File: config.mk
export PLATFORM = sky130hd
export DESIGN_NAME = control_unit
export DESIGN_NICKNAME = d
export VERILOG_FILES = /design/src/rtl/control_unit.sv
export SDC_FILE = /design/constraint.sdc
export NUM_CORES = 1
export LEC_CHECK = 0
export ABC_CLOCK_PERIOD_IN_PS = 2500
export BUFFER_PORTS_ARGS = -buffer_cell sky130_fd_sc_hd__buf_2
export CORE_ASPECT_RATIO = 0.6
export CORE_UTILIZATION = 48
export CTS_CLUSTER_DIAMETER = 40
export DETAILED_ROUTE_END_ITERATION = 8
export PLACE_DENSITY = 0.77
export SLEW_MARGIN = 20
export SYNTH_ARGS = -nofsm -noshare
export SYNTH_HDL_FRONTEND = slang
export SYNTH_SLANG_ARGS = --single-unit
File: constraint.sdc
create_clock -name clock -period 2.5 [get_ports clock]
set_input_delay 0.125 -clock clock [delete_from_list [all_inputs] [get_ports clock]]
set_output_delay 0.125 -clock clock [all_outputs]
set_load 0.02 [all_outputs]
File: src/rtl/control_unit.sv
// Mini-SRC hardwired control sequencer: fetch F0-F2, then per-class execute steps E3-E7.
// Strobes are registered from the next state, so each one is a flop output aligned with its state.
module control_unit #(
    parameter int OPW             = 5,
    parameter int HALT_ON_ILLEGAL = 0
) (
    input  logic        clock,
    input  logic        clear,
    input  logic [31:0] ir,
    input  logic        con_ff,
    input  logic        stop,
    output logic        run,
    output logic        PCout, PCin, IncPC,
    output logic        MARin, MDRin, MDRout, Read, Write,
    output logic        IRin, Yin, ZLowIn, ZHighIn,
    output logic        ZLowOut, ZHighout, HIout, LOout, HIin, LOin,
    output logic        Gra, Grb, Grc, Rin, Rout, BAout, RCout,
    output logic        CONin, InPortOut, OutPortIn
);

    typedef enum logic [3:0] {
        S_RST, S_F0, S_F1, S_F2, S_E3, S_E4, S_E5, S_E6, S_E7, S_HALT
    } state_t;

    typedef enum logic [3:0] {
        C_NOP, C_ALUR, C_NEGNOT, C_ALUI, C_MULDIV, C_LD, C_ST, C_BR,
        C_JR, C_IN, C_OUT, C_MFHI, C_MFLO, C_HALT
    } cls_t;

    typedef struct packed {
        logic pc_out, pc_in, inc_pc, mar_in, mdr_in, mdr_out, rd, wr;
        logic ir_in, y_in, zlow_in, zhigh_in, zlow_out, zhigh_out, hi_out, lo_out;
        logic hi_in, lo_in, gra, grb, grc, r_in, r_out, ba_out, rc_out;
        logic con_in, inport_out, outport_in;
    } strobe_t;

    function automatic cls_t classify(input logic [OPW-1:0] op);
        cls_t c;
        case (op)
            5'd0:                                  c = C_LD;
            5'd1, 5'd11, 5'd12, 5'd13:             c = C_ALUI;
            5'd2:                                  c = C_ST;
            5'd3, 5'd4, 5'd5, 5'd6, 5'd7, 5'd8,
            5'd9, 5'd10:                           c = C_ALUR;
            5'd14, 5'd15:                          c = C_MULDIV;
            5'd16, 5'd17:                          c = C_NEGNOT;
            5'd18:                                 c = C_BR;
            5'd19:                                 c = C_JR;
            5'd21:                                 c = C_IN;
            5'd22:                                 c = C_OUT;
            5'd23:                                 c = C_MFHI;
            5'd24:                                 c = C_MFLO;
            5'd25:                                 c = C_NOP;
            5'd26:                                 c = C_HALT;
            default: c = (HALT_ON_ILLEGAL != 0) ? C_HALT : C_NOP;
        endcase
        return c;
    endfunction

    // Final execute step of each class; fetch-only classes end in F2
    function automatic state_t last_step(input cls_t c);
        case (c)
            C_ALUR, C_ALUI:                     return S_E5;
            C_NEGNOT:                           return S_E4;
            C_MULDIV, C_BR:                     return S_E6;
            C_LD, C_ST:                         return S_E7;
            C_JR, C_IN, C_OUT, C_MFHI, C_MFLO:  return S_E3;
            default:                            return S_F2;
        endcase
    endfunction

    function automatic strobe_t decode(input state_t st, input cls_t c, input logic cf);
        strobe_t s;
        s = '0;
        case (st)
            S_F0: begin s.pc_out = 1'b1; s.mar_in = 1'b1; end
            S_F1: begin s.rd = 1'b1; s.mdr_in = 1'b1; s.inc_pc = 1'b1; s.pc_in = 1'b1; end
            S_F2: begin s.mdr_out = 1'b1; s.ir_in = 1'b1; end
            S_E3: case (c)
                C_ALUR:              begin s.grb = 1'b1; s.r_out = 1'b1; s.y_in = 1'b1; end
                C_NEGNOT:            begin s.grb = 1'b1; s.r_out = 1'b1; s.zlow_in = 1'b1; end
                C_ALUI, C_LD, C_ST:  begin s.grb = 1'b1; s.ba_out = 1'b1; s.y_in = 1'b1; end
                C_MULDIV:            begin s.gra = 1'b1; s.r_out = 1'b1; s.y_in = 1'b1; end
                C_BR:                begin s.gra = 1'b1; s.r_out = 1'b1; s.con_in = 1'b1; end
                C_JR:                begin s.gra = 1'b1; s.r_out = 1'b1; s.pc_in = 1'b1; end
                C_IN:                begin s.inport_out = 1'b1; s.gra = 1'b1; s.r_in = 1'b1; end
                C_OUT:               begin s.gra = 1'b1; s.r_out = 1'b1; s.outport_in = 1'b1; end
                C_MFHI:              begin s.hi_out = 1'b1; s.gra = 1'b1; s.r_in = 1'b1; end
                C_MFLO:              begin s.lo_out = 1'b1; s.gra = 1'b1; s.r_in = 1'b1; end
                default:             s = '0;
            endcase
            S_E4: case (c)
                C_ALUR:              begin s.grc = 1'b1; s.r_out = 1'b1; s.zlow_in = 1'b1; end
                C_NEGNOT:            begin s.zlow_out = 1'b1; s.gra = 1'b1; s.r_in = 1'b1; end
                C_ALUI, C_LD, C_ST:  begin s.rc_out = 1'b1; s.zlow_in = 1'b1; end
                C_MULDIV:            begin s.grb = 1'b1; s.r_out = 1'b1; s.zlow_in = 1'b1; s.zhigh_in = 1'b1; end
                C_BR:                begin s.pc_out = 1'b1; s.y_in = 1'b1; end
                default:             s = '0;
            endcase
            S_E5: case (c)
                C_ALUR, C_ALUI:      begin s.zlow_out = 1'b1; s.gra = 1'b1; s.r_in = 1'b1; end
                C_LD, C_ST:          begin s.zlow_out = 1'b1; s.mar_in = 1'b1; end
                C_MULDIV:            begin s.zlow_out = 1'b1; s.lo_in = 1'b1; end
                C_BR:                begin s.rc_out = 1'b1; s.zlow_in = 1'b1; end
                default:             s = '0;
            endcase
            S_E6: case (c)
                C_MULDIV:            begin s.zhigh_out = 1'b1; s.hi_in = 1'b1; end
                C_LD:                begin s.rd = 1'b1; s.mdr_in = 1'b1; end
                C_ST:                begin s.gra = 1'b1; s.r_out = 1'b1; s.mdr_in = 1'b1; end
                C_BR:                begin s.zlow_out = 1'b1; s.pc_in = cf; end
                default:             s = '0;
            endcase
            S_E7: case (c)
                C_LD:                begin s.mdr_out = 1'b1; s.gra = 1'b1; s.r_in = 1'b1; end
                C_ST:                s.wr = 1'b1;
                default:             s = '0;
            endcase
            default: s = '0;
        endcase
        return s;
    endfunction

    state_t  state_r, next_s, done_s;
    cls_t    cls_r, cls_next_s, op_cls_s;
    logic    stop_pend_r, pend_keep_s, pend_next_s, stop_req_s;
    strobe_t strobe_r;
    logic    run_r;
    logic    unused_ir_s;

    assign unused_ir_s = ^ir[31-OPW:0];

    // Next state, latched class and stop request held from fetch to the final step
    always_comb begin
        next_s      = S_RST;
        cls_next_s  = cls_r;
        pend_keep_s = stop_pend_r;
        op_cls_s    = classify(ir[31:32-OPW]);
        stop_req_s  = stop_pend_r | stop;
        done_s      = stop_req_s ? S_HALT : S_F0;
        case (state_r)
            S_RST: next_s = S_F0;
            S_F0, S_F1: begin
                next_s      = (state_r == S_F0) ? S_F1 : S_F2;
                pend_keep_s = stop_req_s;
            end
            S_F2: begin
                cls_next_s  = op_cls_s;
                pend_keep_s = stop_req_s;
                if (op_cls_s == C_HALT) begin
                    next_s = S_HALT;
                end else if (op_cls_s == C_NOP) begin
                    next_s = done_s;
                end else begin
                    next_s = S_E3;
                end
            end
            S_E3, S_E4, S_E5, S_E6, S_E7: begin
                if (state_r == last_step(cls_r) || state_r == S_E7) begin
                    next_s = done_s;
                end else begin
                    next_s = state_t'(state_r + 4'd1);
                end
            end
            S_HALT: next_s = S_HALT;
            default: next_s = S_RST;
        endcase
        pend_next_s = (next_s == S_F0 || next_s == S_HALT) ? 1'b0 : pend_keep_s;
    end

    // State, class and registered strobe outputs
    always_ff @(posedge clock) begin
        if (clear) begin
            state_r     <= S_RST;
            cls_r       <= C_NOP;
            stop_pend_r <= 1'b0;
            strobe_r    <= '0;
            run_r       <= 1'b0;
        end else begin
            state_r     <= next_s;
            cls_r       <= cls_next_s;
            stop_pend_r <= pend_next_s;
            strobe_r    <= decode(next_s, cls_next_s, con_ff);
            run_r       <= (next_s != S_RST) && (next_s != S_HALT);
        end
    end

    assign run       = run_r;
    assign PCout     = strobe_r.pc_out;
    assign PCin      = strobe_r.pc_in;
    assign IncPC     = strobe_r.inc_pc;
    assign MARin     = strobe_r.mar_in;
    assign MDRin     = strobe_r.mdr_in;
    assign MDRout    = strobe_r.mdr_out;
    assign Read      = strobe_r.rd;
    assign Write     = strobe_r.wr;
    assign IRin      = strobe_r.ir_in;
    assign Yin       = strobe_r.y_in;
    assign ZLowIn    = strobe_r.zlow_in;
    assign ZHighIn   = strobe_r.zhigh_in;
    assign ZLowOut   = strobe_r.zlow_out;
    assign ZHighout  = strobe_r.zhigh_out;
    assign HIout     = strobe_r.hi_out;
    assign LOout     = strobe_r.lo_out;
    assign HIin      = strobe_r.hi_in;
    assign LOin      = strobe_r.lo_in;
    assign Gra       = strobe_r.gra;
    assign Grb       = strobe_r.grb;
    assign Grc       = strobe_r.grc;
    assign Rin       = strobe_r.r_in;
    assign Rout      = strobe_r.r_out;
    assign BAout     = strobe_r.ba_out;
    assign RCout     = strobe_r.rc_out;
    assign CONin     = strobe_r.con_in;
    assign InPortOut = strobe_r.inport_out;
    assign OutPortIn = strobe_r.outport_in;

endmodule
Yosys cells after proc, flatten, opt, wreduce, memory -nomap -nowiden
Memories as Yosys holds them, arrays and structs flattened. A register that Yosys moved wholly into a read port is not among the register bits.
Cells that the tools add are included.

operators by class
  add/sub/neg operators = 1
  equal/unequal tests = 33
  muxes and demuxes = 38
  bitwise operators = 2
  reduce and logical (&&, ||, !) cells = 20

operator list
  kind                                                 number
  case mux 19 bit (5 select lines)                     1
  equality test 4 x 3 -> 1 bit, second input constant  12
  equality test 4 bit, second input constant           10
  2-to-1 mux 4 bit                                     7
  equality test 4 x 2 -> 1 bit, second input constant  6
  2-to-1 mux 1 bit                                     23
  case mux 4 bit (5 select lines)                      1
  OR reduction 5 bit                                   3
  equality test 4 x 1 -> 1 bit, second input constant  3
  OR reduction 2 bit                                   6
  case mux 1 bit (2 select lines)                      5
  OR reduction 3 bit                                   3
  logical NOT 4 bit                                    2
  OR reduction 7 bit                                   1
  case mux 2 bit (3 select lines)                      1
  OR reduction 6 bit                                   1
  adder 4 x 1 -> 4 bit, second input constant          1
  equality test 4 bit                                  1
  inequality test 4 bit, second input constant         1
  nonzero test 4 bit                                   1
  logical OR 1 bit                                     2
  logical AND 1 bit                                    1
  NOT 1 bit                                            1
  OR 1 bit                                             1

word-level totals
  flip-flop bits (word level) = 38
  bits in read-only memories = 192
  input bits = 36
  output and inout port bits = 29
  word-level logic and storage cells = 128
  memories kept = 2

memory list
  name              depth  bits a word  rd ports  clocked after memory_dff  write ports  RTL line  RTL
  (name not given)  32     4            1         0                         0            39        case (op)
  (name not given)  16     4            1         1                         0            62        case (c)

Logic depth before layout (Yosys ltp)
Gate-level depths: netlist (run 1).

  depth in word-level cells = 10
  mapped depth = 13
  depth with buffers taken out = 12

Worst setup path after synthesis (run 1)
Ideal clock, no wire load.

  path type = reg-to-reg
  from = register state_r[1]
  to = register strobe_r (netlist bit Yin)
  setup time = 0.071 ns
  data arrival time = 2.502 ns
  required time = 2.429 ns
  setup slack = -0.073 ns
  stages on the path, launching flop included = 10
  path buffers = 0
  period minus slack after synthesis = 2.573 ns
  path through = dfxtp_1 inv_1 ha_1 or3_1 o211a_2 a21oi_2 o311ai_4 a21o_1 or4_1 a21oi_1

between the ends
  longest elaborated chain between the ends = 6
  elaborated cells between the ends (all ways) = 34
  classes of those cells = 1 x add/sub; 21 x eq/ne; 7 x mux; 5 x reduce/logical

ends and longest elaborated chain
  element                                                       RTL line  RTL
  start: declaration                                            124       state_t state_r, next_s, done_s;
  start signal: assignment                                      180       state_r <= next_s;
  branches (longest 5 deep; another with adder 4 x 1 -> 4 bit)  -
  case mux 19 bit (5 select lines) (*)                          75        case (st)
  end signal: assignment                                        183       strobe_r <= decode(next_s, cls_next_s, con_ff);
  end: declaration                                              127       strobe_t strobe_r;

Every way passes the cells marked *.
A chain may end at the register's enable or synchronous reset.

Worst setup path after layout (run 1)
  from = register state_r[0]
  to = register strobe_r (netlist bit PCout)

between the ends
  longest elaborated chain between the ends = 6
  elaborated cells between the ends (all ways) = 24
  classes of those cells = 1 x add/sub; 13 x eq/ne; 6 x mux; 4 x reduce/logical

ends and longest elaborated chain
  element                                                       RTL line
  branches (longest 5 deep; another with adder 4 x 1 -> 4 bit)  -
  case mux 1 bit (2 select lines) (*)                           75

Marked as above.

==> results.yml, run 1 <==
run_status:
  outcome: "complete, but fails checks"
  violations: "negative setup slack"
worst_setup_path:
  timing.critical_path.cells: "inv_2 -> ha_4 -> or3_4 -> o211a_4 -> buf_4 -> a31oi_4 -> buf_4 -> nand3_1 -> buf_4 -> a211oi_1"
  timing.critical_path.fanout_max: 9
  timing.critical_path.slowest_cell_delay_ns: 0.38
  cp_num_buf_inv: 4
  worst_path_required_time_ns: 2.68
  timing.critical_path.to_type: "flop"
  delay_heaviest_family_cp: "compound AO/OA/AOI/OAI gates"
  timing.setup.critical_path_class: "reg -> reg"
  ff2ff_setup_slack_ns: -0.02
  start_kind: "flop"
  critical-path-slowest-cell: "dfxtp_4"
  arrival_ns: 2.70
  worst_path_most_repeated_cell: "buf_4"
global_routing:
  grt_start_max_net_pins: 26
  number_of_global_route_vias_before_repair: 2472
  antenna_found_initial: 0
  grt_pass1_wl_microns: 12570
  gr-total-overflow: 0
  gr-usage-all-layers_pct: 30.79
synth:
  synthesis.nets: 329
  postSynth.asyncResetShare_pct: 0
  postSynthRegisterBits: 41
  synth_cell_type_count: 69
  syn-instance-count: 281
  synth_top_area_share_pct: 33.50
  synth_top_cell_by_area: "dfxtp_1"
  synthMostInstantiatedCell: "dfxtp_1"
  yosys_most_used_dff: "dfxtp_1"
  netlist_top_cells_count: "dfxtp_1, nor2_1, nand2_1, nand3_1, inv_1"
  ys_warn_count: 0
  syn_area_per_cell_sq_um: 8.718
  synth-edff-count: 0
  seq_area_frac_synth_pct: 33.50
  syn_area_sq_um: 2450
  synth_area_leaders: "dfxtp_1, ha_1, nor2_1"
power:
  peakVddDrop_uv: 475.9
  netSwitchingPower_mw: 1.454
  total_power_mw: 3.275
  pwr_density_cell_nw_per_um2: 915.0
  share_seq_of_total_power_pct: 25.1
  total_leakage_power_nw: 1.537
  power.share.switching_pct: 44.39
  power.clock.fraction_pct: 13.3
  cell_internal_power_mw: 1.821
  share_of_total_power_in_combinational_logic_pct: 61.6
floorplan:
  ioPinCount: 65
  die_area_sq_um: 5403
  floorplan.initialDensity_pct: 51.79
  die_x_microns: 94.23
  die_h_microns: 57.34
  core-area_sq_um: 4731
  floorplan.rows: 19
final_layout:
  fin_util_pct: 75.67
  nNetsFinal: 442
  antenna_cells: 0
  layout-drive-gt1-share_pct: 46.84
  largest_registers: "cls_r: 4 flops, state_r: 4 flops"
  synthToLayoutAreaGrowth_pct: 46.12
  fin_cells: 458
routing:
  detailroute.via_count: 2736
  route.detailed.drc: 0
  routed_wirelength_microns: 8314
  dr.pass1.iters: 6
  first_iteration_detailed_routing_drc_count: 348
  routed_wire_length_per_instance_microns: 18.15
  ant_nets: 0
  route.detailed.vias_per_inst: 5.974
timing:
  layout_worst_path_cycle_share_pct: 100.6
  grt_setup_unrepaired: "true"
  min_period_ns: 2.516
  finalSetupViolations: 2
  fin_skew_ns: 0.01259
  tightestPinTransition_ns: 0.5526
  worst_hold_slack_ns: 0.1836
  worst_slack_ns: -0.01572
  maxSlewHeadroom_pct: 63.16
  finalHoldViolations: 0
  timing_max_transition_violations_final: 0
  maximum_clock_rate_mhz: 397.5
clocking:
  cts_root_buf: "clkbuf_8"
  tritoncts: "yes"
  total_clock_sinks: 41
  cts.htree.levels: 2
  cts_buffers: 5
  ctsLongestPathBuffers: 2
  clk_pin_slew_worst_paths_ns: 0.08
  worst_skew_pair_latency_ns: 0.30
run:
  drv_cap: 0
place:
  routabilityCongestion: 1.032
  placement.io_buffers: 37
  placed_cells: 439
  hpwl_microns: 5863
hold_path:
  holdCritPathClass: "in -> reg"
-- routing by layer --
layer / vias to the layer above / track usage, % / wire length, microns / part of all wire [%]
met3: 17 / 9.200 / 818 / 9.8
met2: 161 / 43.06 / 3460 / 42
met5: - / 0 / 0 / 0
met1: 1292 / 46.07 / 3924 / 47
li1: 1266 / - / - / -
met4: 0 / 6.593 / 110 / 1.3
-- tightest hold or removal path, stage by stage --
cell and delay (ns):
buf_2 0.11, a31oi_1 0.13, a211oi_1 0.06
-- cell type report --
| class | count | area, sq um |
|---|---|---|
| multi-input combinational | 212 | 1697 |
| fill | 326 | 1151 |
| timing repair buffer | 121 | 840.8 |
| sequential | 41 | 828.3 |
| tap | 63 | 78.83 |
| clock buffer | 5 | 68.82 |
| inverter | 13 | 48.80 |
| clock inverter | 3 | 17.52 |
-- power groups by stage --
stage | Sequential (mW) | Combinational [mW] | Clock (mW)
floorplan | 0.868 | 0.943 | 0
global route | 0.832 | 2.14 | 0.462
detailed placement | 0.814 | 1.75 | 0
global placement | 0.807 | 1.72 | 0
finish | 0.821 | 2.02 | 0.436
CTS | 0.811 | 1.82 | 0.435
-- placed cells by master (no fill, tap or decap), types with 3 or more instances in the layout --
| cell | count |
|---|---|
| a2111oi_2 | 3 |
| a211oi_1 | 4 |
| a211oi_2 | 3 |
| a21o_1 | 3 |
| a21oi_1 | 9 |
| a21oi_2 | 5 |
| a311oi_1 | 3 |
| a31oi_1 | 3 |
| and3_1 | 4 |
| buf_2 | 38 |
| buf_4 | 78 |
| buf_6 | 4 |
| clkbuf_8 | 5 |
| dfxtp_1 | 39 |
| ha_1 | 9 |
| inv_1 | 11 |
| mux2i_1 | 3 |
| nand2_1 | 19 |
| nand2b_1 | 3 |
| nand3_1 | 13 |
| nand4_1 | 5 |
| nor2_1 | 24 |
| nor2_4 | 3 |
| nor3_1 | 4 |
| nor3_2 | 3 |
| nor4_1 | 8 |
| o211ai_1 | 3 |
| o21ai_0 | 7 |
| o21ai_1 | 3 |
| or3_4 | 3 |
| xnor2_1 | 7 |
-- through the flow --
stage          setup slack, ns  instance area, sq um  setup TNS [ns]
6_report              -0.01572                  3580        -0.02695
5_1_grt               -0.09924                  3580         -0.3959
4_1_cts               -0.03993                  3410        -0.05037
3_5_place_dp           -0.1613                  3221          -1.548
3_3_place_gp           -0.1039                  3221         -0.6063
2_1_floorplan         -0.02301                  2481        -0.02301
-- final timing paths --
path	startpoint	to	cells past startpoint
setup reg to reg	state_r[0]$_SDFF_PP0_	PCout$_SDFF_PP0_	10
hold reg to reg	stop_pend_r$_SDFFE_PP0P_	stop_pend_r$_SDFFE_PP0P_	2
hold / removal	stop	stop_pend_r$_SDFFE_PP0P_	3
setup / recovery	state_r[0]$_SDFF_PP0_	PCout$_SDFF_PP0_	10
-- logic make-up (layout without fill, tap and decap cells) --
family          Yosys count  after routing  share of synthesized area, %
simple gates            115            115                         25.79
compound gates           73             73                         24.31
flops                    41             41                         33.50
buf+inv                  28            142                         5.464
fa+ha+maj                12             12                         6.129
xor+xnor                  7              7                         2.503
mux                       5              5                         2.298
-- what timing repair did --
action,in CTS,in global routing
pin swaps,10,11
setup buffers,7,3
gates resized for setup,14,29
endpoints found under the setup margin,20,23
hold buffers,0,0
cloned,0,1
Note: power is estimated with default switching activity, not from simulation.
==> run 2, diff against run 1 <==
BUFFER_PORTS_ARGS = default   (was -buffer_cell sky130_fd_sc_hd__buf_2)
CORE_UTILIZATION = 45   (was 48)
DONT_BUFFER_PORTS = 1   (was default)
PLACE_DENSITY = default   (was 0.77)
==> results.yml, run 2 (same netlist as run 1, synthesis figures left out) <==
power:
  peakVddDrop_uv: 433.3
  total_leakage_power_nw: 1.403
  total_power_mw: 3.414
  pwr_density_cell_nw_per_um2: 952.7
worst_setup_path:
  arrival_ns: 2.78
  timing.critical_path.to_type: "flop"
  worst_path_required_time_ns: 2.73
  worst_path_most_repeated_cell: "buf_6"
  timing.critical_path.cells: "ha_2 -> buf_4 -> nor3b_4 -> buf_6 -> buf_8 -> nor2_4 -> a21o_1 -> buf_6 -> nor3_1 -> and4_1 -> o31ai_4 -> a21oi_2"
  timing.critical_path.slowest_cell_delay_ns: 0.38
  cp_num_buf_inv: 4
  start_kind: "flop"
  timing.setup.critical_path_class: "reg -> reg"
  critical-path-slowest-cell: "nor3_1"
  delay_heaviest_family_cp: "simple AND/OR/NAND/NOR gates"
  timing.critical_path.fanout_max: 6
run_status:
  violations: "negative hold slack, negative setup slack"
  outcome: "complete, but fails checks"
clocking:
  ctsLongestPathBuffers: 2
  cts.hold.buffers_added: 4
  clk_pin_slew_worst_paths_ns: 0.08
  total_clock_sinks: 41
  tritoncts: "yes"
  cts_root_buf: "clkbuf_8"
  cts.htree.levels: 2
  cts_buffers: 5
  worst_skew_pair_latency_ns: 0.30
routing:
  detailroute.via_count: 2548
  ant_nets: 0
  routed_wire_length_per_instance_microns: 18.64
  routed_wirelength_microns: 7978
  first_iteration_detailed_routing_drc_count: 182
  route.detailed.drc: 0
  dr.pass1.iters: 5
  route.detailed.vias_per_inst: 5.953
floorplan:
  ioPinCount: 65
  core-area_sq_um: 5155
  die_x_microns: 97.26
  die_area_sq_um: 5753
  floorplan.rows: 20
  floorplan.initialDensity_pct: 47.52
  die_h_microns: 59.16
final_layout:
  layout-drive-gt1-share_pct: 44.20
  antenna_cells: 0
  nFillCells: 388
  synthToLayoutAreaGrowth_pct: 46.27
  largest_registers: "cls_r: 4 flops, state_r: 4 flops"
  most-common-layout-cells: "buf_4, dfxtp_1, nor2_1, nand2_1, nand3_1"
  nNetsFinal: 409
  mostFrequentLayoutCell: "buf_4"
  final_cell_area_sq_um: 3583
hold_path:
  holdCritPathClass: "in -> reg"
global_routing:
  grt_start_max_net_pins: 26
  grt_pass1_wl_microns: 11800
  antenna_found_initial: 0
  gr-usage-met2_pct: 39.44
  gr-total-overflow: 0
  grt_met3_use_pct: 8.373
  gr-usage-all-layers_pct: 26.76
  grt_use_met1_pct: 38.51
  number_of_global_route_vias_before_repair: 2298
  grt_busiest_layer: "met2"
place:
  postPlaceCellArea_sq_um: 2997
  routabilityCongestion: 1.048
  placement.io_buffers: 0
  hpwl_microns: 5553
timing:
  maxSlewHeadroom_pct: 68.11
  maximum_clock_rate_mhz: 392.5
  fin_skew_ns: 0.01311
  finalSetupViolations: 3
  finalHoldViolations: 17
  min_period_ns: 2.548
  grt_setup_unrepaired: "true"
  worst_slack_ns: -0.04787
  layout_worst_path_cycle_share_pct: 101.9
  timing_max_transition_violations_final: 0
  worst_hold_slack_ns: -0.1046
  tightestPinTransition_ns: 0.4746
run:
  drv_cap: 0
## run 2: worst paths after layout
path | from | end | slack (ns) | cells past startpoint
min reg2reg | stop_pend_r$_SDFFE_PP0P_ | stop_pend_r$_SDFFE_PP0P_ | 0.61 | 2
min | clear | state_r[0]$_SDFF_PP0_ | -0.10 | 1
max | state_r[1]$_SDFF_PP0_ | ZLowIn$_SDFF_PP0_ | -0.05 | 12
max reg2reg | state_r[1]$_SDFF_PP0_ | ZLowIn$_SDFF_PP0_ | -0.05 | 12
## run 2: where the power goes
group	internal [mW]	total [mW]	switching, mW
Clock	0.326	0.556	0.230
Sequential	0.757	0.884	0.126
Combinational	0.898	1.97	1.08
Total	1.98	3.41	1.43
## run 2: area by class of cell
| type | count | area [sq um] | area share, % |
|---|---|---|---|
| sequential | 41 | 828.3 | 23.11 |
| timing repair buffer | 88 | 701.9 | 19.59 |
| clock inverter | 1 | 30.03 | 0.8380 |
| multi-input combinational | 212 | 1805 | 50.38 |
| tap | 66 | 82.58 | 2.304 |
| clock buffer | 7 | 86.33 | 2.409 |
| inverter | 13 | 48.80 | 1.362 |
## run 2: timing repair
action / CTS / global route
pin swaps: 4 / 21
setup endpoints to repair: 16 / 27
setup buffers: 3 / 11
endpoints found under the hold margin: 21 / 17
gates resized for setup: 12 / 57
gates cloned: 0 / 1
## run 2: metal layers
layer | wire (microns) | vias up | part of all wire (%)
li1 | - | 1193 | -
met1 | 3864 | 1225 | 48
met2 | 3305 | 113 | 41
met3 | 690 | 17 | 8.6
met4 | 117 | 0 | 1.5
met5 | 0 | - | 0
## run 2: stage by stage
step	TNS [ns]	utilization [%]	instances	hold slack, ns	setup WS [ns]
finish	-0.09103	69.51	428	-0.1046	-0.04787
global placement	-0.3533	58.13	401	0.2018	-0.1589
global route	-0.7172	69.51	428	-0.1172	-0.1301
floorplan	-0.02301	-	281	0.3388	-0.02301
detailed placement	-0.7222	58.13	401	0.2025	-0.1761
CTS	-0.002728	62.82	416	-0.1178	-0.002728
## run 2: worst reg2reg max path: stages, from the launching register on
cell     delay, ns
dfxtp_4       0.37
ha_2          0.18
buf_4         0.12
nor3b_4       0.18
buf_6         0.16
buf_8         0.14
nor2_4        0.04
a21o_1        0.21
buf_6         0.16
nor3_1        0.38
and4_1        0.33
o31ai_4       0.08
a21oi_2       0.13
